--- src/rtl/keypad_pkg.sv ---
// Shared types, tables and helpers for the 4x4 keypad scanner.
//
// Contents:
//   state_e      - scanner FSM states: SCAN, DEBOUNCE, HELD
//   ROW_DRIVE    - row index -> active-low row drive pattern
//   KEY_MAP      - [row][col] -> 4-bit key code
//   col_index()  - decodes an active-low column pattern into {valid, j}
//   key_code_of()- table lookup wrapper for KEY_MAP
package keypad_pkg;

    typedef enum logic [1:0] {
        SCAN     = 2'd0,
        DEBOUNCE = 2'd1,
        HELD     = 2'd2
    } state_e;

    // Element i drives row bit (3-i) low: 0->0111, 1->1011, 2->1101, 3->1110.
    localparam logic [3:0][3:0] ROW_DRIVE = {4'b1110, 4'b1101, 4'b1011, 4'b0111};

    // KEY_MAP[i][j]; each 16-bit row slice lists columns 3..0 from MSB to LSB.
    //   row0: F E D C   row1: B 3 6 9   row2: A 2 5 8   row3: 0 1 4 7
    localparam logic [3:0][3:0][3:0] KEY_MAP = {
        16'h7410,   // row3
        16'h852A,   // row2
        16'h963B,   // row1
        16'hCDEF    // row0
    };

    // Returns {valid, j}. Only a pattern with exactly one low bit is a key;
    // idle (1111) and multi-key patterns report valid=0.
    function automatic logic [2:0] col_index(input logic [3:0] col);
        logic [2:0] res;
        case (col)
            4'b0111: res = 3'b100;
            4'b1011: res = 3'b101;
            4'b1101: res = 3'b110;
            4'b1110: res = 3'b111;
            default: res = 3'b000;
        endcase
        return res;
    endfunction

    function automatic logic [3:0] key_code_of(input logic [1:0] row, input logic [1:0] col);
        return KEY_MAP[row][col];
    endfunction

endpackage

--- src/rtl/sync_2ff.sv ---
// Two-flop synchronizer for asynchronous level inputs.
//
// Parameters:
//   WIDTH     - number of independent bits synchronized
//   RESET_VAL - value both stages take under reset
// Ports:
//   clk - destination clock
//   rst - synchronous active-high reset
//   d   - asynchronous input
//   q   - synchronized output (two clk of latency)
module sync_2ff #(
    parameter int unsigned      WIDTH     = 1,
    parameter logic [WIDTH-1:0] RESET_VAL = '0
) (
    input  logic             clk,
    input  logic             rst,
    input  logic [WIDTH-1:0] d,
    output logic [WIDTH-1:0] q
);

    logic [WIDTH-1:0] meta_q;
    logic [WIDTH-1:0] sync_q;

    always_ff @(posedge clk) begin
        if (rst) begin
            meta_q <= RESET_VAL;
            sync_q <= RESET_VAL;
        end else begin
            meta_q <= d;
            sync_q <= meta_q;
        end
    end

    assign q = sync_q;

endmodule

--- src/rtl/keypad_scan_debounce.sv ---
// 4x4 keypad row scanner with press/release debouncing.
//
// Drives one row low at a time, samples the synchronized columns once per row
// dwell, and after DEBOUNCE_SCANS matching samples emits a single-cycle
// key_valid with the key code. The row stays frozen while a key is being
// debounced or held, so one physical press yields exactly one event.
//
// Parameters:
//   SCAN_DIV       - clk cycles per row dwell; columns sampled on the last one (>= 4)
//   DEBOUNCE_SCANS - consecutive matching samples to accept a press or release (>= 2)
// Ports:
//   clk        - system clock
//   rst        - synchronous active-high reset
//   keypad_row - active-low row drive, exactly one bit low
//   keypad_col - active-low column sense, asynchronous
//   key_valid  - one-cycle pulse on an accepted press
//   key_code   - code of the last accepted key, held between events
//   key_held   - high from key_valid until the release is accepted
module keypad_scan_debounce
    import keypad_pkg::*;
#(
    parameter int unsigned SCAN_DIV       = 25000,
    parameter int unsigned DEBOUNCE_SCANS = 4
) (
    input  logic       clk,
    input  logic       rst,
    output logic [3:0] keypad_row,
    input  logic [3:0] keypad_col,
    output logic       key_valid,
    output logic [3:0] key_code,
    output logic       key_held
);

    localparam int unsigned DWELL_W = $clog2(SCAN_DIV);
    localparam int unsigned DB_W    = $clog2(DEBOUNCE_SCANS + 1);

    localparam logic [DWELL_W-1:0] DWELL_LAST = DWELL_W'(SCAN_DIV - 1);
    // Compare against N-1 before incrementing so reaching N is acted on in
    // the same sample cycle.
    localparam logic [DB_W-1:0]    DB_LAST    = DB_W'(DEBOUNCE_SCANS - 1);

    logic [3:0] col_s;

    sync_2ff #(
        .WIDTH     (4),
        .RESET_VAL (4'hF)
    ) u_col_sync (
        .clk (clk),
        .rst (rst),
        .d   (keypad_col),
        .q   (col_s)
    );

    state_e             state_q, state_d;
    logic [1:0]         row_q, row_d;
    logic [DWELL_W-1:0] dwell_q, dwell_d;
    logic [DB_W-1:0]    match_q, match_d;
    logic [DB_W-1:0]    rel_q, rel_d;
    logic [3:0]         pat_q, pat_d;
    logic [1:0]         col_j_q, col_j_d;
    logic               valid_q, valid_d;
    logic [3:0]         code_q, code_d;
    logic               held_q, held_d;

    logic       sample;
    logic [2:0] col_dec;
    logic       col_ok;
    logic [1:0] col_j;

    assign sample  = (dwell_q == DWELL_LAST);
    assign col_dec = col_index(col_s);
    assign col_ok  = col_dec[2];
    assign col_j   = col_dec[1:0];

    always_ff @(posedge clk) begin
        if (rst) begin
            state_q <= SCAN;
            row_q   <= 2'd0;
            dwell_q <= '0;
            match_q <= '0;
            rel_q   <= '0;
            pat_q   <= 4'hF;
            col_j_q <= 2'd0;
            valid_q <= 1'b0;
            code_q  <= 4'h0;
            held_q  <= 1'b0;
        end else begin
            state_q <= state_d;
            row_q   <= row_d;
            dwell_q <= dwell_d;
            match_q <= match_d;
            rel_q   <= rel_d;
            pat_q   <= pat_d;
            col_j_q <= col_j_d;
            valid_q <= valid_d;
            code_q  <= code_d;
            held_q  <= held_d;
        end
    end

    always_comb begin
        state_d = state_q;
        row_d   = row_q;
        match_d = match_q;
        rel_d   = rel_q;
        pat_d   = pat_q;
        col_j_d = col_j_q;
        valid_d = 1'b0;
        code_d  = code_q;
        held_d  = held_q;
        dwell_d = sample ? '0 : dwell_q + DWELL_W'(1);

        case (state_q)
            SCAN: begin
                if (sample) begin
                    if (col_ok) begin
                        pat_d   = col_s;
                        col_j_d = col_j;
                        match_d = DB_W'(1);
                        state_d = DEBOUNCE;
                    end else begin
                        row_d = row_q + 2'd1;
                    end
                end
            end

            DEBOUNCE: begin
                if (sample) begin
                    if (col_s == pat_q) begin
                        if (match_q == DB_LAST) begin
                            valid_d = 1'b1;
                            code_d  = key_code_of(row_q, col_j_q);
                            held_d  = 1'b1;
                            match_d = '0;
                            rel_d   = '0;
                            state_d = HELD;
                        end else begin
                            match_d = match_q + DB_W'(1);
                        end
                    end else begin
                        // Bounce: drop the candidate and move on without an event.
                        match_d = '0;
                        row_d   = row_q + 2'd1;
                        state_d = SCAN;
                    end
                end
            end

            HELD: begin
                if (sample) begin
                    if (col_s == 4'hF) begin
                        if (rel_q == DB_LAST) begin
                            rel_d   = '0;
                            held_d  = 1'b0;
                            row_d   = row_q + 2'd1;
                            state_d = SCAN;
                        end else begin
                            rel_d = rel_q + DB_W'(1);
                        end
                    end else begin
                        // Any non-idle pattern, including another key in this row,
                        // restarts the release qualification.
                        rel_d = '0;
                    end
                end
            end

            default: state_d = SCAN;
        endcase
    end

    assign keypad_row = ROW_DRIVE[row_q];
    assign key_valid  = valid_q;
    assign key_code   = code_q;
    assign key_held   = held_q;

endmodule
--- config.mk ---
export PLATFORM = sky130hd
export DESIGN_NAME = keypad_scan_debounce
export DESIGN_NICKNAME = d
export VERILOG_FILES = /design/src/rtl/keypad_pkg.sv /design/src/rtl/sync_2ff.sv /design/src/rtl/keypad_scan_debounce.sv
export SDC_FILE = /design/constraint.sdc
export NUM_CORES = 1
export LEC_CHECK = 0
export CORE_MARGIN = 2
export CORE_UTILIZATION = 55
export CTS_CLUSTER_DIAMETER = 60
export DETAILED_ROUTE_END_ITERATION = 7
export DONT_BUFFER_PORTS = 1
export GPL_ROUTABILITY_DRIVEN = 1
export GPL_TIMING_DRIVEN = 0
export PLACE_DENSITY = 0.67
export SYNTH_ARGS = -nofsm -noshare
export SYNTH_HDL_FRONTEND = slang
export SYNTH_SLANG_ARGS = --single-unit
--- constraint.sdc ---
create_clock -name clk -period 3.2 [get_ports clk]
set_input_delay 0.48 -clock clk [delete_from_list [all_inputs] [get_ports clk]]
set_output_delay 0.48 -clock clk [all_outputs]
set_load 0.01 [all_outputs]
# Word-level counts from Yosys, hierarchy flattened
# Cells that the tools add are included.
word_totals:
  word_cells: 101
  latch_bits: 0
  reg_bits: 45
  memories: 0
  out_inout_bits: 10
  ram_bits: 0
  rom_bits: 0
op_classes:
  n_eq_ne: 22
  order_cmp: 2
  div: 0
  n_mul: 0
  n_mux: 45
  n_addsub: 4
  shifts: 0
  reduce_logical: 13
  n_bitwise: 3
ops:
  columns: ["operator", "count"]
  rows:
  - ["two-way mux 3 bit", 11]
  - ["binary-select mux 16 bit (select 2 bit)", 1]
  - ["two-way mux 2 bit", 15]
  - ["!= test 2 bit, second input constant", 10]
  - ["binary-select mux 4 bit (select 2 bit)", 2]
  - ["== test 4 bit, second input constant", 4]
  - ["two-way mux 16 bit", 1]
  - ["adder 15 x 1 -> 15 bit, second input constant", 1]
  - ["== test 15 bit, second input constant", 1]
  - ["AND reduction 7 bit", 2]
  - ["case mux 2 bit (3 select lines)", 2]
  - ["case mux 3 bit (2 select lines)", 2]
  - ["case mux 3 bit (4 select lines)", 1]
  - ["two-way mux 4 bit", 2]
  - ["AND reduction 4 bit", 2]
  - ["AND reduction 8 bit", 1]
  - ["two-way mux 1 bit", 7]
  - ["adder 3 x 1 -> 3 bit, second input constant", 2]
  - ["== test 3 x 2 -> 1 bit, second input constant", 2]
  - ["< comparator 2 x 3 -> 1 bit, second input constant", 2]
  - ["AND reduction 5 bit", 1]
  - ["== test 4 x 3 -> 1 bit, second input constant", 1]
  - ["== test 4 bit", 1]
  - ["nonzero test 2 bit", 2]
  - ["other kinds (11)", 13]

# Longest topological paths before layout
logic_depth:
  depth_word: 5
  mapped_depth: 7
  depth_no_buf: 7

# Cells and area by module
# Synthesis repeated with hierarchy kept, for this count alone.
unflattened:
  cells_unflattened: 251
  hier_area_um2: 2205.9
by_module_without_submodules:
  columns: ["mod", "cells_per_inst", "n_inst", "area_each_um2"]
  rows:
  - ["keypad_scan_debounce", 235, 1, 1995.7]
  - ["sync_2ff", 16, 1, 210.2]

# Least setup slack after synthesis
# No wires, ideal clock.
synth_path:
  path_kind: "register to register"
  from: "register dwell_q[3]"
  to: "register rel_q[0]"
  setup_slack_ns: 0.931
  n_path_buf: 0
  synth_period_minus_slack_ns: 2.269
  stages_incl_launch_ff: 6
  arrival_time_ns: 2.199
  required_time_ns: 3.130
  setup_ns: 0.070
  path_cell_list: "dfxtp_1 or4_4 or4_4 a211o_4 or3_1 a21oi_1"
synth_between:
  elab_chain_cells: 3
  elab_cells_between_ends: 4
  cone_classes: "eq/ne: 3; reduce/logical: 1"
synth_rtl:
  columns: ["item", "line_no", "rtl"]
  rows:
  - ["from (decl)", "keypad_scan_debounce.sv:56", "logic [DWELL_W-1:0] dwell_q, dwell_d;"]
  - ["from (signal assigned)", "keypad_scan_debounce.sv:90", "dwell_q <= dwell_d;"]
  - ["== test 15 bit (*)", "keypad_scan_debounce.sv:70", "assign sample = (dwell_q == DWELL_LAST);"]
  - ["!= test 2 bit (no line)", null, null]
  - ["AND reduction 5 bit (no line) (*)", null, null]
  - ["to (signal assigned)", "keypad_scan_debounce.sv:92", "rel_q <= rel_d;"]
  - ["to (decl)", "keypad_scan_debounce.sv:58", "logic [DB_W-1:0] rel_q, rel_d;"]
# Every way passes the cells marked *; elsewhere a longest branch is shown, timed or not.
# A chain may end at the register's enable or synchronous reset.

# Final worst setup path
layout_path:
  from: "register dwell_q[3]"
  to: "register col_j_q[0]"
layout_between:
  elab_chain_cells: 2
layout_rtl:
  columns: ["item", "line_no", "rtl"]
  rows:
  - ["== test 15 bit", "keypad_scan_debounce.sv:70", null]
  - ["AND reduction 3 bit (no line)", null, null]
  - ["to (signal assigned)", "keypad_scan_debounce.sv:94", "col_j_q <= col_j_d;"]
  - ["to (decl)", "keypad_scan_debounce.sv:60", "logic [1:0] col_j_q, col_j_d;"]
# Every way passes these cells.

==> run metrics <==
status complete, no violations; Worst Path Arrival 2.65 ns; Clk pin slew, worst setup/hold paths 0.08 ns; area delta synth->final 8.26%; largest net degree at the start of global routing 15; core area 0.00374 sq mm; number of global-route vias before repair 1443; initial antenna violation count 0; Slew Viols, Final 0; GRT Resource Usage Total 19.3%; non-filler cells in the finished layout 302; cts bufs inserted 5; crit path cell chain or4_4 > nor4_1 > nand3_1 > or3_1 > a21oi_1; Worst Path Max Fanout 8; GR Layer Usage met2 30.6%; vias 1659; cell taking the most area after synthesis dfxtp_1; Top Family by Delay on Critical Path simple AND/OR/NAND/NOR gates; # Post-CTS Setup Buffers 0; DP HPWL 2810 um; period utilisation layout 75.5%; Fmax 0.414 GHz; Crit Reg-Reg Endpoint col_j_q[0]; Crit path largest cell delay 0.55 ns; port bufs 0; Via density 5.49; Crit-path slowest cell or4_4; antenna violation net count after detailed routing 0; Async SR Flop Fraction 0%; Max-Cap Viols 0; element type at the critical path end flip-flop; sw frac 21.4%; WS Path Type flip-flop to flip-flop; post-place setup slack 0.772 ns; Worst setup SP type flip-flop; Worst path depth 5; worst skew pair latency 0.30 ns; Unique masters post-synth 40; Pwr Density 450 mW/mm^2; Req. time, crit path 3.43 ns; first-pass GRT wire length 6470 um; final worst slack 0.784 ns; skew final 0.00229 ns; Fin. Hold Viols 0; DR WL/cell 13.3 um; Worst Hold Class primary input to flip-flop; VDD IR-drop max 0.353 mV; Post-route DRC 0; FF-to-FF path depth 5; Least-Margin Pin Slew 0.510 ns; Die Span X 67.0 um; Net Sw Power 227 uW; CP Buf/Inv Count 0; Comb power frac 4.0%; DRT iter0 DRCs 76; CTS Hold Bufs 0; worst reg2reg startpoint dwell_q[3]; effective utilization at floorplan 58.3%; Final Util 63.1%; met3 Track Usage GR 5.07%; total grt overflow 0; flops & latches, synth 45; # nets final 270; ys flop type dfxtp_1; full die area 0.00448 sq mm; Worst R2R Setup Slack 0.78 ns; htree depth 2; clock share of power 42.2%; global placer's final weighted congestion 0.793; Fillers 321; endpoints failing setup 0; clock tree buffer depth 2; Gates resized, CTS repair 0; RSZ-0062 raised after global routing false; post-synth top area share 41.3%; Post-Synthesis Cell Area 0.00218 sq mm; Slew HR 66.0%; sequential power share 53.7%; YS warnings 0; met1 GRT Util 25.3%; Die Y 67.0 um; Seq/Total Area, Yosys 41.3%; Pre-Repair DR Iteration Count 4; Syn Nets 263; P_int 836 uW; placed cells 294; antenna cells 0; final setup TNS 0 ns; Syn Inst Count 246; final wirelength 4020 um; Avg Cell Area, Syn 8.87 sq um; Post-synth EDFFs 0; layout cell share with drive strength beyond 1 8.66%; critical path capture point col_j_q[0]; Rows 22; CTS root buffer clkbuf_8; min Tclk post-route 2.42 ns; Area contributors post-synth dfxtp_1, ha_1, xnor2_1; Static Leak 0.000885 uW; gr busiest metal met2; CTS Sinks 45; CP startpoint dwell_q[3]; I/O pins 16; CTS tree done
[logic make-up after synthesis]
kind of cell             after synthesis  share of synthesized area, %
multiplexers                          10                          4.59
XOR/XNOR                              21                          8.43
buffers and inverters                 20                          3.44
AND/OR/NAND/NOR                      108                          26.5
adder cells (fa/ha/maj)               11                          6.31
flip-flops                            45                          41.3
AO/OA/AOI/OAI                         31                          9.41
[synthesized netlist by cell type (all sizes together) (2+ instances only)]
cell type / number
o31ai: 2
and4: 3
mux2i: 10
dfxtp: 45
nor3: 6
xnor2: 13
a21oi: 11
ha: 11
or2: 8
o211a: 3
nand2b: 5
nor2b: 3
nand4: 4
nor2: 29
or3: 5
o22ai: 2
nand2: 23
or4: 3
nand3: 10
nor4: 2
clkbuf: 10
xor2: 8
o21ai: 7
inv: 9
[final cells by class]
| cell class | instances | area [sq um] | share of cell area [%] |
|---|---|---|---|
| Multi-Input combinational cell | 181 | 1200 | 51.0 |
| Buffer | 10 | 37.5 | 1.59 |
| Sequential cell | 45 | 901 | 38.2 |
| Clock inverter | 2 | 37.5 | 1.59 |
| Inverter | 10 | 37.5 | 1.59 |
| Tap cell | 48 | 60.1 | 2.54 |
| Clock buffer | 6 | 82.6 | 3.50 |
[metal layers]
| metal | wire (um) | share of wire (%) | up-vias |
|---|---|---|---|
| li1 | - | - | 856 |
| met1 | 2060 | 51 | 768 |
| met2 | 1710 | 42 | 30 |
| met3 | 202 | 5.0 | 5 |
| met4 | 53 | 1.3 | 0 |
| met5 | 0 | 0 | - |
[power groups by stage]
stage	combinational, uW	sequential, uW	clock (uW)
global placement	41.9	584	0
CTS	43.0	571	456
detailed placement	42.7	584	0
finish	42.9	571	449
global route	47.1	572	474
floorplan	33.5	584	0
[per-stage QoR]
stage / hold slack [ns] / instance area (sq um) / power, uW
4_1_cts: 0.274 / 2360 / 1070
3_3_place_gp: 0.391 / 2240 / 626
5_1_grt: 0.267 / 2360 / 1090
6_report: 0.277 / 2360 / 1060
3_5_place_dp: 0.395 / 2240 / 627
2_1_floorplan: 0.389 / 2180 / 617
[flip-flops by register name, indices dropped and copies added (netlist names), 3 cells and up]
name / flops
dwell_q: 15
key_code: 4
match_q: 3
pat_q: 4
rel_q: 3
u_col_sync.meta_q: 4
u_col_sync.q: 4
[cells in the final DEF, fill, tap and decap left out, types with 5 or more instances in the layout]
cell type  instances
a21oi_1           11
clkbuf_1          10
clkbuf_8           6
dfxtp_1           45
ha_1              11
inv_1              9
mux2i_1           10
nand2_1           23
nand2b_1           5
nand3_1           10
nor2_1            29
nor3_1             6
o21ai_0            7
or2_2              8
or3_1              5
xnor2_1           13
xor2_1             8
[how the worst min path moves through the flow]
stage | start | to | slack, ns | cells after the start
floorplan | u_col_sync.meta_q[0] | u_col_sync.q[0] | 0.39 | 1
global placement | u_col_sync.meta_q[0] | u_col_sync.q[0] | 0.39 | 1
detailed placement | u_col_sync.meta_q[3] | u_col_sync.q[3] | 0.40 | 1
CTS | keypad_col[0] | u_col_sync.meta_q[0] | 0.27 | 1
global route | keypad_col[0] | u_col_sync.meta_q[0] | 0.27 | 1
finish | keypad_col[0] | u_col_sync.meta_q[0] | 0.28 | 1
No activity file was read; power rests on OpenSTA's default activity.
==> variant 1 (same flow settings) <==
The parameter `SCAN_DIV` goes from 25000 to 6250.
--- a/src/rtl/keypad_scan_debounce.sv
+++ b/src/rtl/keypad_scan_debounce.sv
@@ -19,7 +19,7 @@
 module keypad_scan_debounce
     import keypad_pkg::*;
 #(
-    parameter int unsigned SCAN_DIV       = 25000,
+    parameter int unsigned SCAN_DIV       = 6250,
     parameter int unsigned DEBOUNCE_SCANS = 4
 ) (
     input  logic       clk,
Formal check against the unedited RTL: same outputs for any inputs over 10 cycles, from zero or initial values and one cycle with rst high; that may be too few to reach the edited logic, so the function may still have changed.
==> variant 1 against the original RTL <==
- synthesized area down 4.4%
- count of clock-buffer cells in the layout down 1
- critical path depth unchanged
- hold slack worse by 0.0033 ns
- largest cell class unchanged
- total power down 9.6%
- combinational power up 8.2%
- sequential cell count down 2
- worst setup slack better by 0.25 ns
- clock power down 18%
- wire length down 4.2%
- final area down 5.1%
==> variant 1: results (changes against the original RTL) <==
Detailed routing
  • Final WL: 3850 µm (was 4020 µm)
  • Met2 Routed Length: 2050 µm (was 1710 µm)
  • Vias/cell: 5.33 (was 5.49)

Finish
  • Bufs w/o clock: 12 (was 10)
  • Layout cells sized above 1: 0.109 (was 0.0866)
  • Inverters: 8 (was 10)
  • Non-clk buf share: 0.0274 (was 0.0159)
  • Area of all sequential standard cells: 861 µm² (was 901 µm²)
  • Max reg flops: 13 (was 15)
  • Clock buffers: 5 (was 6)

Synthesis
  • Seq/Total Area, Yosys: 0.413 (about the same)
  • Syn nets: 247 (was 263)
  • Main area contributors after synthesis: dfxtp_1 41%, ha_1 6.6%, xnor2_1 5.5%, nor2_1 4.5%, mux2i_1 3.4% (was dfxtp_1 41%, ha_1 6.3%, xnor2_1 5.2%, nor2_1 5.0%, mux2i_1 4.6%)
  • Area fraction in compound gates after synthesis: 0.0942 (was 0.0941)
  • Post-synth top cells: 43 x dfxtp_1, 25 x nor2_1, 16 x nand2_1 (was 45 x dfxtp_1, 29 x nor2_1, 23 x nand2_1)
  • Post-synthesis xor/xnor area fraction: 0.0798 (was 0.0843)

STA
  • Clk_skew: 0.0130 ns (was 0.00229 ns)
  • Final hold slack: 0.273 ns (was 0.277 ns)

Pwr
  • Worst IR drop on VDD: 0.000344 V (was 0.000353 V)

Worst setup path
  • Max FO, Critical Path: 9 (was 8)
  • CP Data Arrival Time: 2.40 ns (was 2.65 ns)
  • Worst R2R Setup Slack: 1.03 ns (was 0.78 ns)
  • RR Startpoint: dwell_q[9]$_SDFF_PP0_ (was dwell_q[3]$_SDFF_PP0_)

GRT
  • Met1 GRT Util: 0.218 (was 0.253)
  • GRT met2 Usage: 0.379 (was 0.306)
  • Total GRT Usage: 0.200 (was 0.193)
  • Largest net degree at the start of global routing: 17 (was 15)

Outcome
  • Outcome: finished clean (unchanged)

Placement
  • HPWL after DPL: 2890 µm (was 2810 µm)

Clocking
  • CTS Sinks: 43 (was 45)
-- variant 1: cell count changes after synthesis, moves of 3 or more --
cell and change:
a211o_1 +4, and3_1 +7, clkbuf_1 -3, mux2i_1 -3
nand2_1 -7, nand3_1 -5, nor2_1 -4, nor3b_1 +5
o211a_1 -3, o21a_1 +3
-- variant 1: worst min path at each step --
stage	start	end	depth (start not counted)
5_1_grt	keypad_col[0]	u_col_sync.meta_q[0]$_SDFF_PP1_	1
2_1_floorplan	u_col_sync.meta_q[0]$_SDFF_PP1_	u_col_sync.q[0]$_SDFF_PP1_	1
3_5_place_dp	u_col_sync.meta_q[3]$_SDFF_PP1_	u_col_sync.q[3]$_SDFF_PP1_	1
3_3_place_gp	u_col_sync.meta_q[0]$_SDFF_PP1_	u_col_sync.q[0]$_SDFF_PP1_	1
4_1_cts	keypad_col[1]	u_col_sync.meta_q[1]$_SDFF_PP1_	1
6_report	keypad_col[0]	u_col_sync.meta_q[0]$_SDFF_PP1_	1
-- variant 1: power by group --
part           switching (µW)  internal (µW)  total [µW]
combinational            29.6           16.8        46.4
clock                     207            161         368
sequential               4.03            542         546
total                     241            720         961
-- variant 1: through the flow --
step / utilization / std cells / area, µm² / setup slack, ns / power (µW)
after CTS: 0.612 / 286 / 2240 / 1.00 / 967
after global placement: 0.586 / 278 / 2150 / 1.08 / 602
after global routing: 0.612 / 286 / 2240 / 0.884 / 997
after floorplan: - / 230 / 2090 / 1.17 / 594
final: 0.612 / 286 / 2240 / 1.03 / 961
after detailed placement: 0.586 / 278 / 2150 / 1.02 / 605
-- variant 1: worst max-delay path: stages, from the launching register on --
cell,delay [ns]
dfxtp_1,0.35
or4bb_1,0.59
nor3_4,0.26
nand3_1,0.33
or3_1,0.43
a21oi_1,0.14
==> variant 2 (config.mk and constraints unchanged) <==
Made on the original files. Encoding of `state_e`: now one-hot (3 bits for 3 states).
--- a/src/rtl/keypad_pkg.sv
+++ b/src/rtl/keypad_pkg.sv
@@ -8,10 +8,10 @@
 //   key_code_of()- table lookup wrapper for KEY_MAP
 package keypad_pkg;
 
-    typedef enum logic [1:0] {
-        SCAN     = 2'd0,
-        DEBOUNCE = 2'd1,
-        HELD     = 2'd2
+    typedef enum logic [2:0] {
+        SCAN     = 3'b001,
+        DEBOUNCE = 3'b010,
+        HELD     = 3'b100
     } state_e;
 
     // Element i drives row bit (3-i) low: 0->0111, 1->1011, 2->1101, 3->1110.
Behaviour: no difference found for any inputs over 10 cycles, from zero or initial values and one cycle with rst high; not proved beyond that.
==> variant 2 against the original RTL <==
- global-route usage is 0.13 points higher
- hold slack better by 0.0050 ns
- synthesized cell count is 2.8% higher
- sequential cell count is 1 higher
- final area is 4.9% higher
- worst setup slack better by 0.34 ns
- wire length is 0.42% higher
- synthesized area is 5.6% higher
- critical endpoint is now key_code[1]$_SDFFE_PP0P_
- highest routed layer unchanged
Power is not compared: it rests on default switching activity, and its combinational part moved more than twofold at a synthesized area within 25%.
==> variant 2: results (changes against the original RTL) <==
Synthesis
  • Seq/Total Area, Yosys: 0.400 (was 0.413)
  • Main area contributors after synthesis: dfxtp_1 40%, ha_1 6.0%, nor2_1 5.4%, mux2i_1 5.2%, xnor2_1 4.6% (was dfxtp_1 41%, ha_1 6.3%, xnor2_1 5.2%, nor2_1 5.0%, mux2i_1 4.6%)
  • Syn nets: 270 (was 263)
  • Post-synth top cells: 46 x dfxtp_1, 33 x nor2_1, 23 x nand2_1 (was 45 x dfxtp_1, 29 x nor2_1, 23 x nand2_1)
  • Mean Syn Cell Area: 9.10 µm² (was 8.87 µm²)
  • Netlist cell types: 47 (was 40)

Clocking
  • Num CTS Buffers: 5 (unchanged)
  • Clk slew on worst S/H paths: 0.08 ns (about the same)

Detailed routing
  • DR WL/cell: 13.0 µm (was 13.3 µm)
  • DR iter-0 viols: 102 (was 76)
  • WL met1: 2060 µm (about the same)
  • Via count: 1677 (was 1659)
  • Met3 routed WL: 159 µm (was 202 µm)

Worst setup path
  • CP Data Arrival Time: 2.25 ns (was 2.65 ns)
  • Max FO, Critical Path: 5 (was 8)

Outcome
  • Outcome: finished clean (unchanged)

STA
  • Rel. slew slack: 0.674 (was 0.660)
  • Final hold vios: 0 (unchanged)
  • Clk_skew: 0.00502 ns (was 0.00229 ns)

Finish
  • Post-layout nets: 277 (was 270)
  • Layout cells sized above 1: 0.119 (was 0.0866)
  • Multi-input gate area: 1310 µm² (was 1200 µm²)
  • Fillers: 384 (was 321)

Pwr
  • Pleak: around 0.00094 µW

GRT
  • GRT met2 Usage: 0.303 (was 0.306)
  • Initial antenna violation count: 0 (unchanged)
  • First-pass GRT wire length: 6780 µm (was 6470 µm)
  • Total GRT Usage: 0.195 (was 0.193)
  • Number of global-route vias before repair: 1467 (was 1443)

Placement
  • Pre-CTS WS: 1.11 ns (was 0.772 ns)
  • HPWL after DPL: 2980 µm (was 2810 µm)
  • GPL Wtd Cong: 0.776 (was 0.793)
  • DP Area: 2370 µm² (was 2240 µm²)
  • Inst Count DP: 303 (was 294)
==> variant 2: where the power goes <==
part	total [µW]	switching, µW	internal, µW	leakage, µW
registers	599	10.6	589	0.000373
clock network	425	192	233	0.0000514
logic	163	106	57.3	0.000512
total	1190	308	879	0.000936
==> variant 2: final timing paths <==
kind | start | to | slack [ns] | cells past startpoint
worst max-delay path | dwell_q[0]$_SDFF_PP0_ | key_code[1]$_SDFFE_PP0P_ | 1.13 | 6
worst min register to register | u_col_sync.meta_q[0]$_SDFF_PP1_ | u_col_sync.q[0]$_SDFF_PP1_ | 0.41 | 1
worst min-delay path | keypad_col[3] | u_col_sync.meta_q[3]$_SDFF_PP1_ | 0.28 | 1
worst max register to register | dwell_q[0]$_SDFF_PP0_ | key_code[1]$_SDFFE_PP0P_ | 1.13 | 6
==> variant 2: area by class of cell <==
type                       instances  area share
clock inverter                     2      0.0152
sequential                        46       0.372
inverter                           8      0.0121
clock buffer                       6      0.0293
multi-input combinational        189       0.529
buffer                            10      0.0172
tap                               50      0.0253
==> variant 2: cell families (layout without fill, tap and decap cells) <==
kind of cell | count (synthesis) | count (layout) | share of synthesized area
AOI/OAI and AO/OA | 32 | 32 | 0.0956
xor gates and xnor gates | 21 | 21 | 0.0798
adders and majority gates | 11 | 11 | 0.0597
buffers and inverters | 18 | 26 | 0.0315
DFF | 46 | 46 | 0.400
muxes | 13 | 13 | 0.0570
and+or+nand+nor | 112 | 112 | 0.276
==> variant 2: critical path, stage by stage, from the launching register on <==
cell	delay [ns]
dfxtp_1	0.38
ha_1	0.26
and4_1	0.27
nand4_2	0.23
nor4b_4	0.51
mux2i_1	0.23
nor2_1	0.06
